### src/rtl/riscv_pkg.sv
// rtl/riscv_pkg.sv - shared RISC-V fetch constants and types
// Purpose: constants and types shared by the fetch stage and its users.
// Ports: none (package).
package riscv_pkg;

  localparam int RV_XLEN = 32;

  // addi x0, x0, 0
  localparam logic [31:0] NOP_INSTR = 32'h0000_0013;

  // Major opcodes, handy for decoding id_instr when debugging.
  typedef enum logic [6:0] {
    OPC_LOAD     = 7'b0000011,
    OPC_MISC_MEM = 7'b0001111,
    OPC_OP_IMM   = 7'b0010011,
    OPC_AUIPC    = 7'b0010111,
    OPC_STORE    = 7'b0100011,
    OPC_OP       = 7'b0110011,
    OPC_LUI      = 7'b0110111,
    OPC_BRANCH   = 7'b1100011,
    OPC_JALR     = 7'b1100111,
    OPC_JAL      = 7'b1101111,
    OPC_SYSTEM   = 7'b1110011
  } opcode_e;

  typedef struct packed {
    logic [RV_XLEN-1:0] pc;
    logic [31:0]        instr;
  } fetch_entry_t;

endpackage

### src/rtl/fetch_queue.sv
// rtl/fetch_queue.sv - synchronous FIFO of fetched (pc, instr) entries
// Purpose: DEPTH-entry buffer between instruction memory and decode.
// Ports: clk/reset (async, active-high); push/push_data write an entry;
//        pop retires the head; flush empties the queue (wins over push/pop);
//        count/empty report occupancy; head is the oldest entry.
module fetch_queue #(
  parameter int DEPTH = 4,
  parameter int WIDTH = 64,
  localparam int AW = $clog2(DEPTH),
  localparam int CW = $clog2(DEPTH) + 1
) (
  input  logic             clk,
  input  logic             reset,
  input  logic             push,
  input  logic [WIDTH-1:0] push_data,
  input  logic             pop,
  input  logic             flush,
  output logic [CW-1:0]    count,
  output logic             empty,
  output logic [WIDTH-1:0] head
);

  logic [WIDTH-1:0] mem [DEPTH];
  logic [AW-1:0]    wr_ptr;
  logic [AW-1:0]    rd_ptr;

  // Storage needs no reset; count gates visibility of every slot.
  always_ff @(posedge clk) begin
    if (push && !flush) begin
      mem[wr_ptr] <= push_data;
    end
  end

  always_ff @(posedge clk or posedge reset) begin
    if (reset) begin
      wr_ptr <= '0;
      rd_ptr <= '0;
      count  <= '0;
    end else if (flush) begin
      wr_ptr <= '0;
      rd_ptr <= '0;
      count  <= '0;
    end else begin
      if (push) wr_ptr <= wr_ptr + AW'(1);
      if (pop)  rd_ptr <= rd_ptr + AW'(1);
      count <= count + CW'(push) - CW'(pop);
    end
  end

  assign empty = (count == '0);
  assign head  = mem[rd_ptr];

endmodule

### src/rtl/fetch_unit.sv
// rtl/fetch_unit.sv - decoupled instruction-fetch stage
// Purpose: owns the fetch PC, issues sequential requests to instruction
//          memory, buffers in-order responses and feeds decode; a redirect
//          flushes the queue and discards stale in-flight responses.
// Ports: clk, reset (async, active-high);
//        redirect_valid/redirect_pc   - EX branch/jump target (single cycle);
//        imem_req_valid/ready/addr    - request channel to instruction memory;
//        imem_rsp_valid/data          - in-order responses, no backpressure;
//        id_valid/id_ready/id_pc/id_instr - handshake to decode.
module fetch_unit #(
  parameter int              XLEN     = 32,
  parameter int              DEPTH    = 4,
  parameter logic [XLEN-1:0] RESET_PC = '0
) (
  input  logic            clk,
  input  logic            reset,
  input  logic            redirect_valid,
  input  logic [XLEN-1:0] redirect_pc,
  output logic            imem_req_valid,
  input  logic            imem_req_ready,
  output logic [XLEN-1:0] imem_req_addr,
  input  logic            imem_rsp_valid,
  input  logic [31:0]     imem_rsp_data,
  output logic            id_valid,
  input  logic            id_ready,
  output logic [XLEN-1:0] id_pc,
  output logic [31:0]     id_instr
);
  import riscv_pkg::*;

  localparam int CW = $clog2(DEPTH) + 1;

  logic [XLEN-1:0]    fpc;
  logic [XLEN-1:0]    rpc;
  logic [XLEN-1:0]    target;
  logic [CW-1:0]      inflight;
  logic [CW-1:0]      drop;
  logic [CW-1:0]      live;
  logic [CW-1:0]      count;
  logic [CW:0]        occupancy;
  logic               q_empty;
  logic [XLEN+31:0]   q_head;
  logic               accept;
  logic               push;
  logic               pop;

  assign target = redirect_pc & ~XLEN'(3);
  assign live   = inflight - drop;
  assign pop    = id_valid & id_ready;

  // Credit: every live request already owns a queue slot, so the queue can
  // never be pushed while full. The pop term lets a consumed slot be reused
  // in the same cycle, which is what sustains one fetch per cycle.
  assign occupancy = {1'b0, count} + {1'b0, live} - (CW+1)'(pop);

  // Stale responses still occupy inflight after a redirect; refusing to
  // issue at the counter's ceiling keeps it from wrapping under a slow
  // memory with repeated redirects. Once asserted, valid stays up because
  // inflight can only grow through an acceptance.
  assign imem_req_valid = !reset && !redirect_valid &&
                          (occupancy < (CW+1)'(DEPTH)) && (inflight != '1);
  assign imem_req_addr  = fpc;
  assign accept         = imem_req_valid & imem_req_ready;

  // A response is kept only if no older redirect has marked it stale.
  assign push = imem_rsp_valid & !redirect_valid & (drop == '0);

  always_ff @(posedge clk or posedge reset) begin
    if (reset) begin
      fpc      <= RESET_PC;
      rpc      <= RESET_PC;
      inflight <= '0;
      drop     <= '0;
    end else if (redirect_valid) begin
      // Everything still outstanding is stale; a response arriving in this
      // very cycle has already returned and is simply ignored.
      fpc      <= target;
      rpc      <= target;
      inflight <= inflight - CW'(imem_rsp_valid);
      drop     <= inflight - CW'(imem_rsp_valid);
    end else begin
      if (accept) fpc <= fpc + XLEN'(4);
      if (push)   rpc <= rpc + XLEN'(4);
      if (imem_rsp_valid && drop != '0) drop <= drop - CW'(1);
      inflight <= inflight + CW'(accept) - CW'(imem_rsp_valid);
    end
  end

  fetch_queue #(
    .DEPTH (DEPTH),
    .WIDTH (XLEN + 32)
  ) u_queue (
    .clk       (clk),
    .reset     (reset),
    .push      (push),
    .push_data ({rpc, imem_rsp_data}),
    .pop       (pop),
    .flush     (redirect_valid),
    .count     (count),
    .empty     (q_empty),
    .head      (q_head)
  );

  assign id_valid = !q_empty && !redirect_valid;
  assign id_pc    = q_empty ? '0 : q_head[XLEN+31:32];
  assign id_instr = q_empty ? NOP_INSTR : q_head[31:0];

endmodule

### config.mk
export PLATFORM = sky130hd
export DESIGN_NAME = fetch_unit
export DESIGN_NICKNAME = d
export VERILOG_FILES = /design/src/rtl/riscv_pkg.sv /design/src/rtl/fetch_queue.sv /design/src/rtl/fetch_unit.sv
export SDC_FILE = /design/constraint.sdc
export NUM_CORES = 1
export LEC_CHECK = 0
export CAP_MARGIN = 20
export CORE_MARGIN = 5
export CORE_UTILIZATION = 25
export DETAILED_ROUTE_END_ITERATION = 6
export SYNTH_ARGS = -nofsm -noshare
export SYNTH_HDL_FRONTEND = slang
export SYNTH_HIERARCHICAL = 1
export SYNTH_SLANG_ARGS = --single-unit
### constraint.sdc
create_clock -name clk -period 12.5 [get_ports clk]
set_input_delay 2.5 -clock clk [delete_from_list [all_inputs] [get_ports clk]]
set_output_delay 2.5 -clock clk [all_outputs]
set_load 0.05 [all_outputs]
==> impl_metrics.py <==
metrics = {
    "yosys": {
        "async_reset_ff_share_pct": 22.2,
        "synth_area_per_cell_sq_um": 16.3,
        "syn-cell-area_sq_mm": 0.0143,
        "synth-seq-cells": 329,
        "ys.flop_type": "edfxtp_1",
        "syn-instance-count": 876,
        "synth_edf_count": 256,
        "ys_types": 54,
        "yosysSeqAreaShare_pct": 66.7,
        "synth-warning-count": 6,
    },
    "power": {
        "intPower_w": 0.00236,
        "p_seq_share_pct": 34.9,
        "power.switching_w": 0.00140,
        "powerDensity_mw_per_mm2": 209,
        "comb_power_share_pct": 35.7,
        "ir_drop_mv": 0.129,
        "p_leak_nw": 5.92,
        "fin_total_pwr_w": 0.00376,
        "p_clk_share_pct": 29.4,
        "swShare_pct": 37.2,
    },
    "timing": {
        "rsz0062_at_grt": "no",
        "hold_viol": 0,
        "timing.hold.ws_ps": 524,
        "worst_slack_ps": 4070,
        "fin_crit_sh_pct": 67.4,
        "finalSetupViolCount": 0,
        "skew_ps": 40.3,
        "fmaxAchievable_ghz": 0.119,
        "setup_tns_ps": 0,
        "period_minus_slack_ps": 8430,
        "maxSlewViolCount": 0,
        "tightest_slew_ps": 1050,
        "slew-limit-headroom_pct": 29.7,
    },
    "floorplanning": {
        "die_w_um": 249,
        "core-area_sq_mm": 0.0565,
        "start_util_pct": 25.3,
        "die_area_sq_mm": 0.0619,
        "fp.dieH_um": 249,
        "io_pins": 168,
        "num_rows": 87,
    },
    "final_layout": {
        "fill_cells": 5492,
        "seqCellArea_sq_mm": 0.00952,
        "nNetsFinal": 1150,
        "syn_to_final_growth_pct": 26.1,
        "drive_above_1_share_pct": 17.0,
        "n_antenna_cell": 0,
        "finalNonFillerCells": 1841,
        "multi_input_area_sq_mm": 0.00442,
    },
    "min_path": {
        "hp-class": "register to register",
    },
    "routing": {
        "vias_per_cell": 4.39,
        "drt-total-wl_um": 33300,
        "dr.pass1.iters": 4,
        "drc": 0,
        "drt-initial-drc-count": 450,
        "wl_per_cell_um": 18.1,
        "antenna_left": 0,
        "vias": 8082,
    },
    "critical_path": {
        "critPathMaxFanout": 41,
        "worstPathCellList": "clkdlybuf4s50_1 > buf_4 > nor2_1 > and2_1 > ha_1 > inv_1 > ha_1 > nor3b_2 > o211a_1 > o211a_1 > clkdlybuf4s50_1",
        "critPathTopFamily": "buffers and inverters",
        "critical_path.max_stage_delay_ps": 810,
        "required_ps": 10000,
        "start_kind": "input pin",
        "crit_slowest_cell": "clkdlybuf4s50_1",
        "worstPathArrival_ps": 5930,
        "worst-path-buf-inv": 4,
        "critical_path_class": "input pin to output port",
        "endpoint_kind": "output port",
    },
    "clock_tree": {
        "clockBufferDepth": 3,
        "cts.sinks": 329,
        "cts_hold_buf": 0,
        "clk_latency_ps": 540,
        "cts_buffers": 37,
        "cts_tree": "yes",
        "cts_root_buffer": "clkbuf_16",
        "htreeDepth": 2,
        "cts_setup_buffers": 0,
        "ctsResizeCount": 0,
        "clk_transition_reported_paths_ps": 60,
    },
    "global_routing": {
        "grt_max_degree": 67,
        "antenna_found_initial": 0,
        "grt_overflow_total": 0,
        "grt_pass1_vias": 8479,
        "grt_pass1_wl_um": 51700,
        "grt_usage_pct": 10.5,
    },
    "placed_design": {
        "place_ws_ps": 3980,
        "dp.final_hpwl_um": 20900,
        "gp_congestion": 0.730,
        "port_buffers": 163,
        "post-place-cells": 1774,
    },
    "flow_run": {
        "max_cap_viol_count": 0,
    },
    "outcome": {
        "outcome": "finished, final reports clean",
    },
}
state kept, by name, summed over array words and instances, names as in the netlist:
register / count
imem_req_addr: 30
u_queue/wr_ptr: 2
u_queue/rd_ptr: 2
drop: 3
u_queue/mem: 256
inflight: 3
u_queue/count: 3
rpc: 30
layer usage:
layer	share of wire [%]	routed length, um	vias to the layer above	track usage, %
li1	-	-	3704	-
met1	47	15700	4122	14.9
met2	46	15200	216	16.5
met3	5.6	1860	40	2.61
met4	1.7	567	0	2.38
met5	0	0	-	0
synth_stat cells, drive strengths merged, types with 2 or more instances:
cell type    n  share of area, %
nand2b      10              0.44
buf         20               1.2
nor2        29              0.76
nand3b       2              0.11
dfrtp       73                13
nand3       20              0.70
a21oi       16              0.56
fa           3              0.42
a31oi       11              0.48
nand2       23              0.61
nor3b        2              0.18
mux4        64                10
ha          20               1.8
mux2i        2              0.14
nor2b       63               2.8
or4          5              0.26
o2111ai      7              0.47
nor4         8              0.46
o31a        10              0.61
or2          5              0.22
a21boi       7              0.37
xnor2       29               1.8
edfxtp     256                54
and3        13              0.57
clkbuf      23              0.61
o21ai        9              0.32
nand4       18              0.83
or3          5              0.22
o21a         6              0.32
inv         34              0.89
mux2        23               1.8
o31ai        5              0.26
o211ai       6              0.32
o211a        2              0.14
xor2        21               1.3
nor3         9              0.43
and2        11              0.48
placed cells by master, fill, tap and decap left out, drive strengths merged, types with 15 or more instances in the layout:
| cell type | instances |
|---|---|
| inv | 37 |
| clkbuf | 39 |
| xor2 | 21 |
| xnor2 | 29 |
| edfxtp | 256 |
| ha | 20 |
| mux2 | 23 |
| nor2 | 29 |
| mux4 | 64 |
| nor2b | 63 |
| a21oi | 16 |
| clkinv | 15 |
| clkdlybuf4s50 | 163 |
| nand3 | 20 |
| nand2 | 23 |
| dfrtp | 73 |
| nand4 | 18 |
logic make-up after synthesis:
family	count (synthesis)	share of synthesized area, %
muxes	89	12.1
buffers and inverters	77	2.70
DFF	329	66.7
xor gates and xnor gates	51	3.23
and+or+nand+nor	225	9.15
adders and majority gates	23	2.17
AOI/OAI and AO/OA	81	3.98
other	1	0.0263
power groups by stage:
stage / combinational (W) / clock [W] / sequential, W
global placement: 0.00136 / 0 / 0.00133
detailed placement: 0.00137 / 0 / 0.00133
global route: 0.00144 / 0.00119 / 0.00132
CTS: 0.00137 / 0.00114 / 0.00131
finish: 0.00134 / 0.00111 / 0.00131
floorplan: 0.000898 / 0 / 0.00135
per-stage QoR:
step	utilization, %	cell area [sq um]
floorplan	-	14300
global route	31.8	18000
global placement	29.6	16700
finish	31.8	18000
CTS	31.8	18000
detailed placement	29.6	16700
worst paths after layout:
kind	cells past startpoint	end	slack (ps)	startpoint
min reg2reg	0	u_queue/mem[1][62]	520	rpc[30]
min	0	u_queue/mem[1][62]	520	rpc[30]
max reg2reg	19	inflight[2]	7680	u_queue/count[1]
min in group asynchronous	2	u_queue/count[2]	2310	reset
max in group asynchronous	3	rpc[18]	9310	reset
max	11	imem_req_valid	4070	redirect_valid
final cells by class:
class / instances / share of cell area (%)
Sequential cell: 329 / 52.9
Clock buffer: 39 / 5.31
Clock inverter: 28 / 1.65
Tap cell: 756 / 5.26
Inverter: 34 / 0.709
Multi-Input combinational cell: 479 / 24.6
Timing Repair Buffer: 176 / 9.61
No activity file was read; power rests on OpenSTA's default activity.
==> patch (config.mk and constraints unchanged) <==
`DEPTH` is set to 4 in 2 places; all go to 2.
--- a/src/rtl/fetch_queue.sv
+++ b/src/rtl/fetch_queue.sv
@@ -5,5 +5,5 @@
 //        count/empty report occupancy; head is the oldest entry.
 module fetch_queue #(
-  parameter int DEPTH = 4,
+  parameter int DEPTH = 2,
   parameter int WIDTH = 64,
   localparam int AW = $clog2(DEPTH),
--- a/src/rtl/fetch_unit.sv
+++ b/src/rtl/fetch_unit.sv
@@ -10,5 +10,5 @@
 module fetch_unit #(
   parameter int              XLEN     = 32,
-  parameter int              DEPTH    = 4,
+  parameter int              DEPTH    = 2,
   parameter logic [XLEN-1:0] RESET_PC = '0
 ) (
Function: changed (a bounded check fails within 4 cycles, from zero or initial values and one cycle with reset high).
==> patch against the unedited design <==
  * Final cell count is 27% lower
  * Worst hold slack got worse by 0.026 ns
  * Routed wire length down 31%
  * Final area decreased by 33%
  * Area after synthesis fell by 35%
  * Sequential cell count decreased by 133
  * Worst setup slack gained 0.59 ns
  * First-iteration DRC count decreased by 44%
  * Global-route usage up 0.61 points
  * Total power shrank 47%
==> patch: results (changes against the unedited design) <==
- The run finished with clean final reports.
- The sum of routed wire length over all layers is 23.0 mm (-31%).
- The number of instances in the synthesized netlist came to 697 (-20%).
- The final-stage net count is 938 (-18%).
- The iteration count of the initial detailed-routing pass came to 5 (+1).
- The total CTS buffers is 17 (-54%).
- The worst reg2reg path endpoint is inflight[1].
- The setup slack of the worst register-to-register path is 7.49 ns (-0.19 ns).
- The complex-gate fraction of the synthesized area is 5.51% (+1.5 points).
- The per-cell via count in the routed design came to 4.46 (+1.5%).
- The number of DRC markers after the initial detailed-route iteration is 252 (-44%).
- The instance count after placement with tap cells included is 1,305 (-26%).
- The total leakage power is 4.22 nW (-29%).
- The highest net fanout along the worst path was 20 (-51%).
- The total via count in the routed design is 5,960 (-26%).
- Sorting the synthesized cells by how often they occur yields 128 x sky130_fd_sc_hd__edfxtp_1, 68 x sky130_fd_sc_hd__dfrtp_1, 63 x sky130_fd_sc_hd__nor2b_1.
- The placer's final routability congestion estimate came to 0.779 (+6.7%).
- The post-synthesis async set-or-reset flop share is 34.7% (+13 points).
- The count of unique library cells instantiated by Yosys came to 65 (+20%).
- The maximum ir drop on the vdd rail came to 0.0920 mV (-29%).
- The number of inserted filler cells in the final layout is 3,657 (-33%).
- The mux cell area share after synthesis is 11.2% (-0.86 points).
- The count of buffers inserted at the top-level ports is 163 (unchanged).
- The synthesized-area fraction occupied by adder cells is 1.69% (-0.48 points).
- The setup clock skew after layout is 0.0161 ns (-0.0242 ns).
- The clock edge transition at the registers on the reported setup and hold paths is 0.08 ns (+0.02 ns).
- The share of the yosys chip area belonging to registers is 59.6% (-7.1 points).
- The flip-flop count of the largest register after layout is 128 (-50%).
- The half-perimeter wire length after detailed placement came to 16.0 mm (-24%).
- The number of cell instances on the worst register-to-register path came to 16 (-3).
- The cell area after placement is 11,400 um^2 (-32%).
- The capturing element of the worst setup path is imem_req_valid.
- By area the synthesized netlist is led by sky130_fd_sc_hd__edfxtp_1 41%, sky130_fd_sc_hd__dfrtp_1 18%, sky130_fd_sc_hd__mux2_4 8.1%.
- The maximum number of pins on one net before global-route repair is 66 (-1.5%).
- The layout cell share with drive strength beyond 1 came to 15.8% (-1.2 points).
- The startpoint identified for the worst register-to-register timing path is u_queue/count[0].
- The number of enable flip-flop cells after synthesis is 128 (-50%).
- The fraction of synthesized cell area in xor and xnor cells is 4.38% (+1.2 points).
- The number of antenna violations at the first check in global routing is 0 (unchanged).
- The data arrival time of the worst path is 5.33 ns (-0.60 ns).
- The transition time of the tightest slew-check pin is 0.963 ns (-0.0918 ns).
- The first-pass GRT wire length is 35.9 mm (-31%).
- The startpoint identified for the worst hold timing path is rpc[31].
- The H-tree level count was 4 (+2).
- The largest buffer count on any clock path came to 2 (-1).
- The net switching share of the total power is 36.0% (-1.1 points).
- The clock network latency to the later pin of the worst-skew pair was 0.43 ns (-0.11 ns).
- The overall routing resource usage is 11.2% (+0.61 points).
- The number of global-route vias before repair is 6,058 (-29%).
==> patch: changes by cell type in the layout (fill, tap and decap cells not counted), sizes merged, moves of 9 or more <==
cell / unedited run / this run
edfxtp: 256 / 128
mux4: 64 / 0
mux2: 23 / 75
nand2: 23 / 50
o21ai: 9 / 32
clkbuf: 39 / 20
inv: 37 / 25
a21oi: 16 / 5
clkinv: 15 / 5
ha: 20 / 11
o31a: 10 / 1
==> patch: layout make-up <==
cell class / instances / share of cell area, %
repair buffers: 169 / 13.9
flip-flops and latches: 196 / 46.2
well taps: 468 / 4.88
clock inverters: 12 / 1.03
multi-input cells: 453 / 29.3
inverters: 19 / 0.647
clock buffers: 20 / 3.99
==> patch: routing by layer <==
metal  track usage, %  part of all wire [%]  vias to the layer above
met3             2.89                   6.6                        8
li1                 -                     -                     2846
met2             16.7                    44                      177
met4             2.26                  0.61                        0
met1             16.3                    49                     2929
met5                0                     0                        -
==> patch: metrics by stage <==
step | worst slack, ns | power [mW] | util (%) | hold slack, ns
after floorplan | 3.94 | 1.24 | - | 0.463
after global placement | 4.65 | 1.45 | 31.1 | 0.482
after detailed placement | 4.64 | 1.45 | 31.1 | 0.492
after CTS | 4.63 | 2.02 | 32.7 | 0.501
after global routing | 4.49 | 2.09 | 32.7 | 0.528
final | 4.67 | 1.98 | 32.7 | 0.498
==> patch: logic make-up after synthesis <==
family          Yosys count
buf+inv                  53
flops                   196
simple gates            236
fa+ha+maj                12
xor+xnor                 45
mux                      76
compound gates           78
other cells               1
==> patch: worst min-delay path by stage <==
| stage | slack [ns] | depth (start not counted) | end |
|---|---|---|---|
| finish | 0.50 | 0 | u_queue/mem[1][63] |
| global route | 0.53 | 0 | u_queue/mem[0][63] |
| CTS | 0.50 | 0 | u_queue/mem[1][63] |
| detailed placement | 0.49 | 0 | u_queue/mem[1][63] |
| global placement | 0.48 | 0 | u_queue/mem[0][63] |
| floorplan | 0.46 | 0 | u_queue/mem[0][63] |
==> patch: worst max-delay path: stages <==
cell,delay [ns]
sky130_fd_sc_hd__buf_2,0.30
sky130_fd_sc_hd__nor2_1,0.10
sky130_fd_sc_hd__and2_1,0.25
sky130_fd_sc_hd__ha_1,0.28
sky130_fd_sc_hd__or2_2,0.30
sky130_fd_sc_hd__fa_1,0.48
sky130_fd_sc_hd__nor3b_2,0.16
sky130_fd_sc_hd__and3_1,0.16
sky130_fd_sc_hd__clkdlybuf4s50_1,0.79
==> patch: power by group through the flow <==
stage | Clock (mW) | Combinational [mW] | Sequential (mW)
floorplan | 0 | 0.389 | 0.849
global placement | 0 | 0.633 | 0.813
detailed placement | 0 | 0.638 | 0.815
CTS | 0.574 | 0.641 | 0.801
global route | 0.600 | 0.676 | 0.811
finish | 0.551 | 0.628 | 0.801
